## src/rtl/ysyx_22041207_lsu.sv

```systemverilog
// Memory-stage load/store unit: one bus transaction per memory op, load alignment/extension, pipeline stall.
// Optional LSU_MISALIGN_CHECK_EN adds misalign_o and suppresses bus access for unaligned ops.
module ysyx_22041207_lsu #(
    parameter int unsigned TIMEOUT_CYC = 255
) (
    input  logic        clk,
    input  logic        rst,
    input  logic        op_valid_i,
    input  logic        mem_read_i,
    input  logic [3:0]  read_num_i,
    input  logic [7:0]  write_mask_i,
    input  logic        sext_i,
    input  logic [63:0] addr_i,
    input  logic [63:0] wdata_i,
    input  logic        flush_i,
    output logic        stall_o,
    output logic        done_o,
    output logic [63:0] load_data_o,
    output logic        bus_err_o,
    output logic        bus_req_valid_o,
    input  logic        bus_req_ready_i,
    output logic [63:0] bus_req_addr_o,
    output logic        bus_req_wen_o,
    output logic [63:0] bus_req_wdata_o,
    output logic [7:0]  bus_req_wmask_o,
    input  logic        bus_resp_valid_i,
    input  logic [63:0] bus_resp_rdata_i
`ifdef LSU_MISALIGN_CHECK_EN
    ,
    output logic        misalign_o
`endif
);

    localparam logic [1:0] S_IDLE = 2'd0;
    localparam logic [1:0] S_REQ  = 2'd1;
    localparam logic [1:0] S_WAIT = 2'd2;
    localparam logic [1:0] S_DONE = 2'd3;

    localparam logic [31:0] TO_LAST = (TIMEOUT_CYC == 0) ? 32'd0 : 32'(TIMEOUT_CYC - 1);

    logic [1:0]  state_reg;
    logic        is_load_reg;
    logic        sext_reg;
    logic [3:0]  read_num_reg;
    logic [2:0]  off_reg;
    logic [63:0] addr_reg;
    logic [63:0] wdata_reg;
    logic [7:0]  wmask_reg;
    logic        killed_reg;
    logic        err_reg;
    logic [31:0] cnt_reg;
    logic [63:0] load_data_reg;

    logic        mem_op;
    logic        timeout_hit;
    logic        misaligned;
    logic [63:0] rd_shifted;
    logic [63:0] rd_ext;

    assign mem_op      = op_valid_i && (mem_read_i || (write_mask_i != 8'd0));
    assign timeout_hit = (TIMEOUT_CYC != 0) && (cnt_reg == TO_LAST);

`ifdef LSU_MISALIGN_CHECK_EN
    logic       misalign_reg;
    logic [3:0] acc_size;

    assign acc_size = mem_read_i ? read_num_i : 4'($countones(write_mask_i));

    always_comb begin
        misaligned = 1'b0;
        case (acc_size)
            4'd1:    misaligned = 1'b0;
            4'd2:    misaligned = addr_i[0];
            4'd4:    misaligned = |addr_i[1:0];
            default: misaligned = |addr_i[2:0];
        endcase
    end

    assign misalign_o = (state_reg == S_DONE) && misalign_reg;
`else
    assign misaligned = 1'b0;
`endif

    // Bytes shifted past the doubleword top arrive as zero, so spans crossing it are zero-filled.
    assign rd_shifted = bus_resp_rdata_i >> {off_reg, 3'b000};

    always_comb begin
        rd_ext = 64'd0;
        case (read_num_reg)
            4'd1:    rd_ext = {{56{sext_reg & rd_shifted[7]}},  rd_shifted[7:0]};
            4'd2:    rd_ext = {{48{sext_reg & rd_shifted[15]}}, rd_shifted[15:0]};
            4'd4:    rd_ext = {{32{sext_reg & rd_shifted[31]}}, rd_shifted[31:0]};
            default: rd_ext = rd_shifted;
        endcase
    end

    always_ff @(posedge clk or posedge rst) begin
        if (rst) begin
            state_reg     <= S_IDLE;
            is_load_reg   <= 1'b0;
            sext_reg      <= 1'b0;
            read_num_reg  <= 4'd0;
            off_reg       <= 3'd0;
            addr_reg      <= 64'd0;
            wdata_reg     <= 64'd0;
            wmask_reg     <= 8'd0;
            killed_reg    <= 1'b0;
            err_reg       <= 1'b0;
            cnt_reg       <= 32'd0;
            load_data_reg <= 64'd0;
`ifdef LSU_MISALIGN_CHECK_EN
            misalign_reg  <= 1'b0;
`endif
        end else begin
            case (state_reg)
                S_IDLE: begin
                    err_reg <= 1'b0;
`ifdef LSU_MISALIGN_CHECK_EN
                    misalign_reg <= 1'b0;
`endif
                    if (mem_op && !flush_i) begin
                        // A load takes precedence over any store mask presented with it.
                        is_load_reg  <= mem_read_i;
                        sext_reg     <= sext_i;
                        read_num_reg <= read_num_i;
                        off_reg      <= addr_i[2:0];
                        addr_reg     <= {addr_i[63:3], 3'b000};
                        wdata_reg    <= mem_read_i ? 64'd0 : (wdata_i << {addr_i[2:0], 3'b000});
                        wmask_reg    <= mem_read_i ? 8'd0 : (write_mask_i << addr_i[2:0]);
                        killed_reg   <= 1'b0;
                        cnt_reg      <= 32'd0;
                        if (misaligned) begin
                            state_reg <= S_DONE;
`ifdef LSU_MISALIGN_CHECK_EN
                            misalign_reg <= 1'b1;
`endif
                        end else begin
                            state_reg <= S_REQ;
                        end
                    end
                end
                S_REQ: begin
                    if (bus_req_ready_i) begin
                        state_reg  <= S_WAIT;
                        cnt_reg    <= 32'd0;
                        killed_reg <= flush_i;
                    end else if (flush_i) begin
                        state_reg <= S_IDLE;
                    end
                end
                S_WAIT: begin
                    cnt_reg <= cnt_reg + 32'd1;
                    if (bus_resp_valid_i || timeout_hit) begin
                        // A killed op must still drain its bus transaction before retiring silently.
                        if (killed_reg || flush_i) begin
                            state_reg <= S_IDLE;
                        end else begin
                            state_reg <= S_DONE;
                            if (!bus_resp_valid_i) begin
                                err_reg       <= 1'b1;
                                load_data_reg <= 64'd0;
                            end else if (is_load_reg) begin
                                load_data_reg <= rd_ext;
                            end
                        end
                    end else if (flush_i) begin
                        killed_reg <= 1'b1;
                    end
                end
                default: begin
                    state_reg <= S_IDLE;
                end
            endcase
        end
    end

    assign stall_o         = !rst && (((state_reg == S_IDLE) && mem_op) ||
                                      (state_reg == S_REQ) || (state_reg == S_WAIT));
    assign done_o          = (state_reg == S_DONE);
    assign bus_err_o       = (state_reg == S_DONE) && err_reg;
    assign load_data_o     = load_data_reg;
    assign bus_req_valid_o = (state_reg == S_REQ);
    assign bus_req_addr_o  = addr_reg;
    assign bus_req_wen_o   = !is_load_reg && (wmask_reg != 8'd0);
    assign bus_req_wdata_o = wdata_reg;
    assign bus_req_wmask_o = wmask_reg;

endmodule

```

## config.mk

```make
export PLATFORM = sky130hd
export DESIGN_NAME = ysyx_22041207_lsu
export DESIGN_NICKNAME = d
export VERILOG_FILES = /design/src/rtl/ysyx_22041207_lsu.sv
export SDC_FILE = /design/constraint.sdc
export NUM_CORES = 1
export LEC_CHECK = 0
export CELL_PAD_IN_SITES_DETAIL_PLACEMENT = 0
export CELL_PAD_IN_SITES_GLOBAL_PLACEMENT = 1
export CORE_MARGIN = 2
export CORE_UTILIZATION = 34
export CTS_BUF_LIST = sky130_fd_sc_hd__clkbuf_4 sky130_fd_sc_hd__clkbuf_8
export CTS_CLUSTER_SIZE = 28
export DETAILED_ROUTE_END_ITERATION = 10
export GPL_TIMING_DRIVEN = 0
export PLACE_DENSITY_LB_ADDON = 0.1
export SLEW_MARGIN = 30
export SYNTH_ARGS = -nofsm -noshare
export SYNTH_HDL_FRONTEND = slang
export SYNTH_SLANG_ARGS = --single-unit
```

## constraint.sdc

```tcl
create_clock -name clk -period 8.93 [get_ports clk]
set_input_delay 1.786 -clock clk [delete_from_list [all_inputs] [get_ports clk]]
set_output_delay 1.786 -clock clk [all_outputs]
set_load 0.02 [all_outputs]
```

==> impl_metrics.tcl <==
set metrics [dict create \
    maxCapViolations 0 \
    overflow 0 \
    ant_nets 0 \
    max_slew_margin_pct 40.6 \
    htreeDepth 2 \
    chipWidth_um 205 \
    clkTransAtPathRegs_ns 0.05 \
    cts_resized 0 \
    pin_count 417 \
    crit_path_end "stall_o" \
    core_um2 39800 \
    ir_drop_mv 0.192 \
    drt-wirelength-per-cell_um 22.8 \
    synth_compound_area_share_pct 18.5 \
    post_cts_buffers 0 \
    synth_edf_count 0 \
    fin_crit_ns 5.70 \
    final_cell_mix "411 x clkdlybuf4s50_1, 242 x dfrtp_1, 158 x nand2_1" \
    seq_area_frac_synth_pct 44.0 \
    post-route-period-util_pct 63.8 \
    cts_hold_buf 0 \
    cts_root_buffer "clkbuf_8" \
    drc 0 \
    synth_area_per_cell_um2 10.5 \
    ys_types 72 \
    synth-xor-area-share_pct 0.191 \
    path_max_fanout 5 \
    crit_start "write_mask_i[0]" \
    synth_cells 1305 \
    hold_ws_ns 0.477 \
    viasPerCell 5.40 \
    dp_hpwl_um 41100 \
    min-delay-start "load_data_o[11]" \
    synth-adder-area-share_pct 0.545 \
    rows 73 \
    leakage_nw 8.24 \
    slowest_stage "clkdlybuf4s50_1" \
    dieArea_um2 42100 \
    setup_viol 0 \
    grt_setup_unrepaired "false" \
    hold_viol_final 0 \
    grt_max_degree 77 \
    synthArstFlopShare_pct 100 \
    path_class "in -> out" \
    port_buffers 411 \
    cp_common_cell "clkdlybuf4s50_1" \
    status "completed" \
    antenna_found_initial 4 \
    maxSlewViolCount 0 \
    timing.fmax_mhz 175 \
    grt_pass1_wl_um 78600 \
    worstReg2RegStart "state_reg[0]" \
    nets 1985 \
    grt_usage_pct 24.8 \
    wirelength_um 52800 \
    skew_ns 0.0186 \
    synth_top_family_by_area "multiplexers" \
    start_util_pct 34.6 \
    cp-end-kind "output pin" \
    clkSinkCount 242 \
    die_y_um 205 \
    r2r_setup_slack_ns 6.28 \
    crit_chain "clkdlybuf4s50_1 -> nor4_4 -> nand3_1 -> a311oi_1 -> nor2_1 -> clkdlybuf4s50_1" \
    fin_util_pct 48.8 \
    synth-simple-area-share_pct 12.7 \
    yosys_register_bits 242 \
    max_stage_delay_ns 0.57 \
    reg2reg_depth 8 \
    worst_ep_arrival_time_ns 3.92 \
    clk_path_buf_depth 3 \
    worstReg2RegEnd "load_data_o[49]" \
    tightest_slew_ns 0.884 \
    vias 12500 \
    first_pass_iters 5 \
    cts_made_buffers 44 \
    ys_warn_count 0 \
    critPathLaunchType "primary input" \
    clk_latency_ns 0.60 \
    gp_congestion 0.927 \
    cp_data_required_time_ns 7.14 \
    synth_mux_area_share_pct 19.9 \
    final_common_cell "clkdlybuf4s50_1" \
    drt_iter0_markers 761 \
    drive_above_1_share_pct 15.1 \
    netlist_area_um2 13800 \
    tritoncts "yes" \
    synth_flop_cell "dfrtp_1" \
    p_per_area_nw_per_um2 295 \
    first_global_vias 12900 \
    hp-class "reg -> reg" \
    area_growth_pct 41.2 \
]
==> power by group <==
part           leakage (nW)  internal (W)  total [W]  switching (W)
sequential             3.16       0.00148    0.00171       0.000229
combinational          4.66       0.00140    0.00301        0.00161
clock                 0.424      0.000534    0.00101       0.000477
==> synthesized netlist by cell type, drive strengths merged (3+ instances only) <==
| library cell | count | area share [%] |
|---|---|---|
| and3 | 6 | 0.27 |
| o21a | 5 | 0.27 |
| and4 | 6 | 0.38 |
| o211ai | 6 | 0.36 |
| a31oi | 3 | 0.14 |
| a211oi | 33 | 1.8 |
| o31ai | 46 | 2.5 |
| a21oi | 73 | 2.7 |
| or2 | 4 | 0.18 |
| o21ai | 79 | 3.0 |
| o2bb2ai | 9 | 0.57 |
| ha | 6 | 0.55 |
| o22a | 8 | 0.51 |
| nor3b | 10 | 0.58 |
| mux2 | 100 | 8.2 |
| a22oi | 9 | 0.49 |
| mux2i | 75 | 5.5 |
| or3 | 14 | 0.64 |
| and2 | 11 | 0.50 |
| nand2 | 159 | 4.4 |
| nand2b | 4 | 0.18 |
| nand4 | 10 | 0.50 |
| o21ba | 8 | 0.58 |
| nand4b | 3 | 0.19 |
| clkbuf | 44 | 1.2 |
| nor3 | 8 | 0.33 |
| nor2b | 20 | 0.91 |
| dfrtp | 242 | 44 |
| inv | 18 | 0.49 |
| a21o | 21 | 1.1 |
| nand3 | 15 | 0.55 |
| mux4 | 38 | 6.2 |
| a21boi | 3 | 0.16 |
| or4 | 4 | 0.22 |
| nor2 | 56 | 1.5 |
| nor4 | 8 | 0.47 |
| nand3b | 9 | 0.49 |
| xor2 | 3 | 0.19 |
| a211o | 18 | 1.1 |
| buf | 60 | 2.5 |
| a22o | 32 | 2.0 |
==> layer usage <==
| layer | global-route usage (%) | wire (µm) | vias to the layer above |
|---|---|---|---|
| met2 | 39.6 | 24600 | 483 |
| met1 | 32.2 | 22600 | 6169 |
| met4 | 10.0 | 1760 | 0 |
| met3 | 6.22 | 3800 | 108 |
| li1 | - | - | 5768 |
| met5 | 0 | 0 | - |
==> worst min path at each step <==
stage                          end  slack [ns]  cells past startpoint
3_5_place_dp   bus_req_wdata_o[24]        0.47                      1
2_1_floorplan           cnt_reg[5]        0.46                      1
6_report           load_data_o[11]        0.48                      1
3_3_place_gp       load_data_o[10]        0.46                      1
4_1_cts        bus_req_wdata_o[12]        0.48                      2
5_1_grt            load_data_o[23]        0.50                      1
==> per-stage QoR <==
step	total power [W]	instance area [µm²]	worst slack, ns	std cells	TNS (ns)
after CTS	0.00579	19400	3.18	2313	0
after global routing	0.00607	19400	3.11	2317	0
after detailed placement	0.00474	18600	3.18	2246	0
after global placement	0.00472	18500	-3.19	2243	-760.40
final	0.00573	19400	3.23	2318	0
after floorplan	0.00339	13800	0.499	1307	0
==> cells by family (layout without fill, tap and decap cells) <==
| family | after synthesis | in the layout |
|---|---|---|
| other cells | 1 | 8 |
| compound gates | 367 | 367 |
| fa+ha+maj | 6 | 6 |
| simple gates | 351 | 351 |
| mux | 213 | 213 |
| xor+xnor | 3 | 3 |
| flops | 242 | 242 |
| buf+inv | 122 | 603 |
==> worst max-delay path: cells and delay by family <==
kind | cells | cell delay, ns
buffers and inverters | 2 | 1.11
AO/OA/AOI/OAI | 1 | 0.36
AND/OR/NAND/NOR | 3 | 0.65
==> final cells by class <==
cell class,count,area [µm²]
Fill cell,3788,20400
Sequential cell,242,6060
Antenna cell,5,12.5
Clock buffer,60,744
Tap cell,525,657
Clock inverter,7,47.5
Multi-Input combinational cell,943,7140
Buffer,104,512
Timing Repair Buffer,414,4200
Inverter,18,75.1
No activity file was read; power rests on OpenSTA's default activity.
